### config.mk
export PLATFORM = sky130hd
export DESIGN_NAME = regfile_sb_flat
export DESIGN_NICKNAME = d
export VERILOG_FILES = /design/src/rtl/regfile_pkg.sv /design/src/rtl/regfile_sb_if.sv /design/src/rtl/regfile_read_port.sv /design/src/rtl/regfile_sb.sv /design/src/flat_wrapper.sv
export SDC_FILE = /design/constraint.sdc
export NUM_CORES = 2
export LEC_CHECK = 0
export CORE_UTILIZATION = 55
export DETAILED_ROUTE_END_ITERATION = 16
export GPL_TIMING_DRIVEN = 1
export PLACE_DENSITY = 0.71
export RECOVER_POWER = 50
export REMOVE_ABC_BUFFERS = 1
export SLEW_MARGIN = 20
export SYNTH_ARGS = -nofsm -noshare
export SYNTH_HDL_FRONTEND = slang
export SYNTH_SLANG_ARGS = --single-unit
export TNS_END_PERCENT = 30
### constraint.sdc
create_clock -name clk -period 4.6 [get_ports clk]
set_input_delay 0.92 -clock clk [delete_from_list [all_inputs] [get_ports clk]]
set_output_delay 0.92 -clock clk [all_outputs]
set_load 0.005 [all_outputs]
### src/rtl/regfile_pkg.sv
// -----------------------------------------------------------------------------
// regfile_pkg
// Shared constants for the scoreboarded register file.
//   RF_DATA_W / RF_ADDR_W / RF_NUM_RD : default data width, address width and
//                                        number of read ports
//   zero_idx(addr_w)                  : index of the hardwired-zero register
//                                        (the top register, DEPTH-1)
// -----------------------------------------------------------------------------
package regfile_pkg;

   localparam int RF_DATA_W = 64;
   localparam int RF_ADDR_W = 5;
   localparam int RF_NUM_RD = 2;

   // The zero register is always the highest index, DEPTH-1.
   function automatic int zero_idx(input int addr_w);
      return (32'sd1 << addr_w) - 32'sd1;
   endfunction

endpackage

### src/rtl/regfile_sb_if.sv
// -----------------------------------------------------------------------------
// regfile_sb_if
// Bus between decode/writeback (master) and the register file (slave).
//   rd_addr  : NUM_RD packed read addresses, port p at [p*ADDR_W +: ADDR_W]
//   rd_data  : NUM_RD packed read data, port p at [p*DATA_W +: DATA_W]
//   rd_ready : per-port "no pending producer" flag
//   wr_en/wr_addr/wr_data : writeback strobe, register and data
//   iss_en/iss_addr       : issue strobe and destination register
//   flush    : clear all busy bits
//   busy_cnt : number of busy registers (registered)
//   any_busy : busy_cnt != 0
// -----------------------------------------------------------------------------
interface regfile_sb_if
   import regfile_pkg::*;
#(
   parameter int DATA_W = RF_DATA_W,
   parameter int ADDR_W = RF_ADDR_W,
   parameter int NUM_RD = RF_NUM_RD
)();

   logic [NUM_RD*ADDR_W-1:0] rd_addr;
   logic [NUM_RD*DATA_W-1:0] rd_data;
   logic [NUM_RD-1:0]        rd_ready;
   logic                     wr_en;
   logic [ADDR_W-1:0]        wr_addr;
   logic [DATA_W-1:0]        wr_data;
   logic                     iss_en;
   logic [ADDR_W-1:0]        iss_addr;
   logic                     flush;
   logic [ADDR_W:0]          busy_cnt;
   logic                     any_busy;

   modport master (
      output rd_addr, wr_en, wr_addr, wr_data, iss_en, iss_addr, flush,
      input  rd_data, rd_ready, busy_cnt, any_busy
   );

   modport slave (
      input  rd_addr, wr_en, wr_addr, wr_data, iss_en, iss_addr, flush,
      output rd_data, rd_ready, busy_cnt, any_busy
   );

endinterface

### src/rtl/regfile_read_port.sv
// -----------------------------------------------------------------------------
// regfile_read_port
// One combinational read port of the register file.
//   i_mem       : full register storage
//   i_busy      : per-register busy bits
//   i_rd_addr   : register to read
//   i_wr_en/i_wr_addr/i_wr_data : same-cycle writeback, used for forwarding
//   o_rd_data   : read data
//   o_rd_ready  : 1 = o_rd_data is architecturally valid
// -----------------------------------------------------------------------------
module regfile_read_port
   import regfile_pkg::*;
#(
   parameter int DATA_W   = RF_DATA_W,
   parameter int ADDR_W   = RF_ADDR_W,
   parameter int ZERO_REG = 1,
   parameter int BYPASS   = 1
)(
   input  logic [DATA_W-1:0]        i_mem [1 << ADDR_W],
   input  logic [(1 << ADDR_W)-1:0] i_busy,
   input  logic [ADDR_W-1:0]        i_rd_addr,
   input  logic                     i_wr_en,
   input  logic [ADDR_W-1:0]        i_wr_addr,
   input  logic [DATA_W-1:0]        i_wr_data,
   output logic [DATA_W-1:0]        o_rd_data,
   output logic                     o_rd_ready
);

   localparam logic [ADDR_W-1:0] ZADDR = ADDR_W'(zero_idx(ADDR_W));

   logic w_zero;
   logic w_hit;

   // Zero register first, then writeback forwarding, then storage/busy.
   always_comb begin
      w_zero = (ZERO_REG != 0) && (i_rd_addr == ZADDR);
      w_hit  = (BYPASS != 0) && i_wr_en && (i_wr_addr == i_rd_addr);
      if (w_zero) begin
         o_rd_data  = '0;
         o_rd_ready = 1'b1;
      end else if (w_hit) begin
         o_rd_data  = i_wr_data;
         o_rd_ready = 1'b1;
      end else begin
         o_rd_data  = i_mem[i_rd_addr];
         o_rd_ready = ~i_busy[i_rd_addr];
      end
   end

endmodule

### src/rtl/regfile_sb.sv
// -----------------------------------------------------------------------------
// regfile_sb
// Multi-read-port register file with a per-register busy scoreboard,
// writeback-to-read forwarding and an optional hardwired-zero top register.
//   clk     : rising-edge clock
//   reset_n : asynchronous active-low reset
//   bus     : regfile_sb_if slave (reads, writeback, issue, flush, counters)
// -----------------------------------------------------------------------------
module regfile_sb
   import regfile_pkg::*;
#(
   parameter int DATA_W   = RF_DATA_W,
   parameter int ADDR_W   = RF_ADDR_W,
   parameter int NUM_RD   = RF_NUM_RD,
   parameter int ZERO_REG = 1,
   parameter int BYPASS   = 1
)(
   input logic          clk,
   input logic          reset_n,
   regfile_sb_if.slave  bus
);

   localparam int                DEPTH = 1 << ADDR_W;
   localparam logic [ADDR_W-1:0] ZADDR = ADDR_W'(zero_idx(ADDR_W));

   logic [DATA_W-1:0]        r_mem [DEPTH];
   logic [DEPTH-1:0]         r_busy;
   logic [ADDR_W:0]          r_busy_cnt;

   logic                     w_wr_ok;
   logic                     w_iss_ok;
   logic                     w_inc;
   logic                     w_dec;
   logic [DEPTH-1:0]         w_busy_nxt;
   logic [ADDR_W:0]          w_cnt_nxt;
   logic [NUM_RD*DATA_W-1:0] w_rd_data;
   logic [NUM_RD-1:0]        w_rd_ready;

   // Qualify strobes: the zero register never takes data or busy state.
   always_comb begin
      w_wr_ok  = bus.wr_en  && !((ZERO_REG != 0) && (bus.wr_addr  == ZADDR));
      w_iss_ok = bus.iss_en && !((ZERO_REG != 0) && (bus.iss_addr == ZADDR));
   end

   // Next busy vector: flush clears all; an issue is applied after the
   // writeback clear so the newer producer wins on a same-register collision.
   always_comb begin
      w_busy_nxt = r_busy;
      if (bus.flush) begin
         w_busy_nxt = '0;
      end else begin
         if (w_wr_ok) begin
            w_busy_nxt[bus.wr_addr] = 1'b0;
         end else begin
            w_busy_nxt = w_busy_nxt;
         end
         if (w_iss_ok) begin
            w_busy_nxt[bus.iss_addr] = 1'b1;
         end else begin
            w_busy_nxt = w_busy_nxt;
         end
      end
   end

   // Incremental busy counter; inc only on a non-busy target so it cannot
   // exceed DEPTH.
   always_comb begin
      w_inc = w_iss_ok && !r_busy[bus.iss_addr];
      w_dec = w_wr_ok && r_busy[bus.wr_addr] &&
              !(bus.iss_en && (bus.iss_addr == bus.wr_addr));
      if (bus.flush) begin
         w_cnt_nxt = '0;
      end else begin
         w_cnt_nxt = r_busy_cnt + {{ADDR_W{1'b0}}, w_inc}
                                - {{ADDR_W{1'b0}}, w_dec};
      end
   end

   // Register storage; writes proceed even during a flush.
   always_ff @(posedge clk or negedge reset_n) begin
      if (!reset_n) begin
         for (int i = 0; i < DEPTH; i++) begin
            r_mem[i] <= '0;
         end
      end else if (w_wr_ok) begin
         r_mem[bus.wr_addr] <= bus.wr_data;
      end
   end

   // Busy scoreboard and its population counter.
   always_ff @(posedge clk or negedge reset_n) begin
      if (!reset_n) begin
         r_busy     <= '0;
         r_busy_cnt <= '0;
      end else begin
         r_busy     <= w_busy_nxt;
         r_busy_cnt <= w_cnt_nxt;
      end
   end

   for (genvar p = 0; p < NUM_RD; p++) begin : g_rd
      regfile_read_port #(
         .DATA_W   (DATA_W),
         .ADDR_W   (ADDR_W),
         .ZERO_REG (ZERO_REG),
         .BYPASS   (BYPASS)
      ) u_rd (
         .i_mem      (r_mem),
         .i_busy     (r_busy),
         .i_rd_addr  (bus.rd_addr[p*ADDR_W +: ADDR_W]),
         .i_wr_en    (bus.wr_en),
         .i_wr_addr  (bus.wr_addr),
         .i_wr_data  (bus.wr_data),
         .o_rd_data  (w_rd_data[p*DATA_W +: DATA_W]),
         .o_rd_ready (w_rd_ready[p])
      );
   end

   assign bus.rd_data  = w_rd_data;
   assign bus.rd_ready = w_rd_ready;
   assign bus.busy_cnt = r_busy_cnt;
   assign bus.any_busy = (r_busy_cnt != '0);

endmodule
### src/flat_wrapper.sv
// flat-port wrapper written by rule: the top's interface ports become plain ports
module regfile_sb_flat import regfile_pkg::*;
#(
   parameter int DATA_W   = RF_DATA_W,
   parameter int ADDR_W   = RF_ADDR_W,
   parameter int NUM_RD   = RF_NUM_RD,
   parameter int ZERO_REG = 1,
   parameter int BYPASS   = 1
)
  (clk, reset_n, bus_rd_addr, bus_wr_en, bus_wr_addr, bus_wr_data, bus_iss_en, bus_iss_addr, bus_flush, bus_rd_data, bus_rd_ready, bus_busy_cnt, bus_any_busy);
  regfile_sb_if #(.DATA_W(DATA_W), .ADDR_W(ADDR_W), .NUM_RD(NUM_RD)) bus_i ();
  input logic clk;
  input logic reset_n;
  input wire logic [$bits(bus_i.rd_addr)-1:0] bus_rd_addr;
  input wire logic [$bits(bus_i.wr_en)-1:0] bus_wr_en;
  input wire logic [$bits(bus_i.wr_addr)-1:0] bus_wr_addr;
  input wire logic [$bits(bus_i.wr_data)-1:0] bus_wr_data;
  input wire logic [$bits(bus_i.iss_en)-1:0] bus_iss_en;
  input wire logic [$bits(bus_i.iss_addr)-1:0] bus_iss_addr;
  input wire logic [$bits(bus_i.flush)-1:0] bus_flush;
  output wire logic [$bits(bus_i.rd_data)-1:0] bus_rd_data;
  output wire logic [$bits(bus_i.rd_ready)-1:0] bus_rd_ready;
  output wire logic [$bits(bus_i.busy_cnt)-1:0] bus_busy_cnt;
  output wire logic [$bits(bus_i.any_busy)-1:0] bus_any_busy;
  assign bus_i.rd_addr = bus_rd_addr;
  assign bus_i.wr_en = bus_wr_en;
  assign bus_i.wr_addr = bus_wr_addr;
  assign bus_i.wr_data = bus_wr_data;
  assign bus_i.iss_en = bus_iss_en;
  assign bus_i.iss_addr = bus_iss_addr;
  assign bus_i.flush = bus_flush;
  assign bus_rd_data = bus_i.rd_data;
  assign bus_rd_ready = bus_i.rd_ready;
  assign bus_busy_cnt = bus_i.busy_cnt;
  assign bus_any_busy = bus_i.any_busy;
  regfile_sb #(.DATA_W(DATA_W), .ADDR_W(ADDR_W), .NUM_RD(NUM_RD), .ZERO_REG(ZERO_REG), .BYPASS(BYPASS)) u_core (.clk(clk), .reset_n(reset_n), .bus(bus_i));
endmodule
==> summary.md <==
| Metric | Value |
|---|---|
| Routability cong. | 0.8563 |
| Height of the die | ~450 um |
| DR pass1 iterations | 6 |
| Hold Crit Class | reg -> reg |
| Via Count | approximately 76k |
| Slew headroom | -1.585 |
| Syn_area_per_cell | 14.67 sq um |
| Count of state elements after synthesis | approximately 2.1k |
| Worst Clk Skew | 0.03908 ns |
| Final wirelength | 353300 um |
| Io pins | ~230 |
| F_max | 217.9 MHz |
| Post-placement cell count | 10.34k |
| Clock sinks | 2086 |
| CP max FO | 12 |
| Max_cap viols | 1 |
| Synth Flop Type | dfrtp_1 |
| Tmin final | 4.590 ns |
| Gate Count Post-Synth | 7607 |
| Top post-synthesis cells by area | dfrtp_1, mux2_2, mux4_2 |
| All-Layer GR Usage | 0.3465 |
| Max VDD drop | 0.4228 mV |
| Residual DRC | 0 |
| Per-cell routed wire length | between 30 and 40 um |
| Starting Density | 0.5559 |
| # setup viols final | 0 |
| WP data required | 3.68 ns |
| Final core utilization | 0.6470 |
| Synth warn | 0 |
| Post-DRT Antenna Nets | 0 |
| RSZ-0062 raised after global routing | true |
| Worst slack, placed | -0.3737 ns |
| Die ar. | between 0.2 and 0.25 sq mm |
| Vias per inst | 7.051 |
| Inserted Clock Buffers | approximately 220 |
| Final Cell Area | 0.1298 sq mm |
| Vias in the first global route | 79.19k |
| Synth async-reset ratio | 1.000 |
| Core footprint | 0.2007 sq mm |
| Dpl hpwl | 217100 um |
| Dpl cell area | roughly 0.12 sq mm |
| Setup CP Type | in -> out |
| Period utilization | 0.9978 |
| Non-Filler Instances | 10.76k |
| Iter 0 DRT Violations | roughly 7.4k |
| Largest net degree at the start of global routing | 144 |
| CTS tree | done |
| Slew of the pin with the lowest slew margin | around 3.9 ns |
| CP arrival | 3.67 ns |
| Placement Rows | 164 |
| Initial antenna violation count | 1 |
| Fillcell total | 14.25k |
| Cell area power density | 420.0 mW/mm^2 |
| Synth unique cells | 54 |
| First-pass GRT wire length | 527000 um |
| CTS Buffer Depth | 3 |
| Violated checks | capacitance limit, slew limit |
| PnR worst setup slack | between 0.01 and 0.015 ns |
| CTS H-Tree Depth | 4 |
| Share of the synthesized area in the top cell type | 0.4679 |
| Die X | 452.4 um |
| Worst-Skew Late Latency | roughly 0.89 ns |
| Final nets | around 8k |
| Leading cell type in the layout, fill and taps excluded | dfrtp_1 |
| Mapped Area | between 0.1 and 0.15 sq mm |
| Worst setup SP type | primary input |
| Antenna cells | 0 |
| Most frequent cells in the layout | dfrtp_1, mux2_2, mux4_2, mux2i_1, buf_4 |
| Leakage power | 56.90 nW |
| Clock slew at reported path FFs | 0.06 ns |
| Share of post-route cells with drive strength above 1 | 0.4792 |
| Final Hold Fails | 0 |
| Sequential fraction of the synthesis area | 0.4679 |
| Port Buffer Count | 225 |
| Gr ovfl total | 0 |
| Root buffer cell | clkbuf_16 |
| Hold Buf Count CTS | 0 |
| Largest area contributor in the netlist | dfrtp_1 |
| Tot Pwr | 54.53 mW |
| Hold_ws | 0.3984 ns |
| Max Slew Vio Count | roughly 100 |
| Final setup TNS | 0 ns |
| Number of enable flip-flop cells after synthesis | 0 |
| CP Capture Type | primary output |
| Result of the run | finished with violations |
| Synth-to-layout area growth | 16.38% |
==> registers in the layout, summed over array words and instances, names as in the netlist <==
signal and cells:
u_core.bus.busy_cnt 6, u_core.r_busy 32, u_core.r_mem 2048
==> cell usage after synthesis, drive strengths merged, types with 17 or more instances <==
cell type	count
dfrtp	2086
a22o	252
nand2	39
mux4	794
mux2i	527
o221ai	130
nand3	17
a21oi	270
a22oi	151
buf	376
a2111oi	127
clkbuf	541
o22ai	129
mux2	1987
nor2	67
==> final cells by class <==
class,instances,area [sq um],area share
timing repair buffer,1007,10900,0.08397
clock inverter,73,982.2,0.007565
inverter,9,33.78,0.0002602
tap,2656,3323,0.02559
multi-input combinational,4595,55780,0.4296
sequential,2086,52200,0.4020
clock buffer,331,6613,0.05093
==> worst paths after layout <==
check                             startpoint                      to  slack [ns]  cells after the start
max in group asynchronous            reset_n       u_core.r_mem[575]        0.54                      3
max reg2reg                u_core.r_busy[27]  u_core.bus.busy_cnt[4]        1.44                     13
min                         u_core.r_mem[12]        u_core.r_mem[12]        0.40                      0
min reg2reg                 u_core.r_mem[12]        u_core.r_mem[12]        0.40                      0
min in group asynchronous            reset_n       u_core.r_mem[596]        1.33                      1
max                           bus_rd_addr[8]         bus_rd_data[85]        0.01                     10
==> what timing repair did <==
action	in CTS	in global routing
endpoints found under the hold margin	0	0
cloned	0	2
endpoints found under the setup margin	40	59
buffers inserted	2	6
pin swaps	3	6
gates resized for setup	38	46
==> power breakdown <==
group / internal, mW / switching (mW) / leakage [nW]
combinational: 6.90 / 4.56 / 26.4
sequential: 21.8 / 2.56 / 26.8
clock: 11.0 / 7.69 / 3.76
total: 39.7 / 14.8 / 56.9
==> cells by family after synthesis <==
family                   after synthesis  synth area share
multiplexers                        3308            0.4081
flip-flops                          2086            0.4679
AO/OA/AOI/OAI                       1085           0.07619
buffers and inverters                926           0.03737
AND/OR/NAND/NOR                      175          0.007918
XOR/XNOR                              18          0.001413
adder cells (fa/ha/maj)                9          0.001077
==> metal layers <==
metal | share of wire | vias to the layer above | GRT usage
met2 | 0.47 | 3706 | 0.5390
met5 | 0.000037 | - | 0
li1 | - | 30380 | -
met3 | 0.083 | 863 | 0.06643
met4 | 0.045 | 2 | 0.1492
met1 | 0.40 | 40900 | 0.4783
==> worst max-delay path: stages <==
cell and delay [ns]:
clkdlybuf4s50_1 0.51, buf_12 0.18, nor2b_4 0.19, buf_12 0.15, buf_4 0.12, buf_12 0.16, a2111oi_2 0.12, a21oi_1 0.54
a22o_1 0.22, clkdlybuf4s50_1 0.50
No activity file was read; power rests on OpenSTA's default activity.
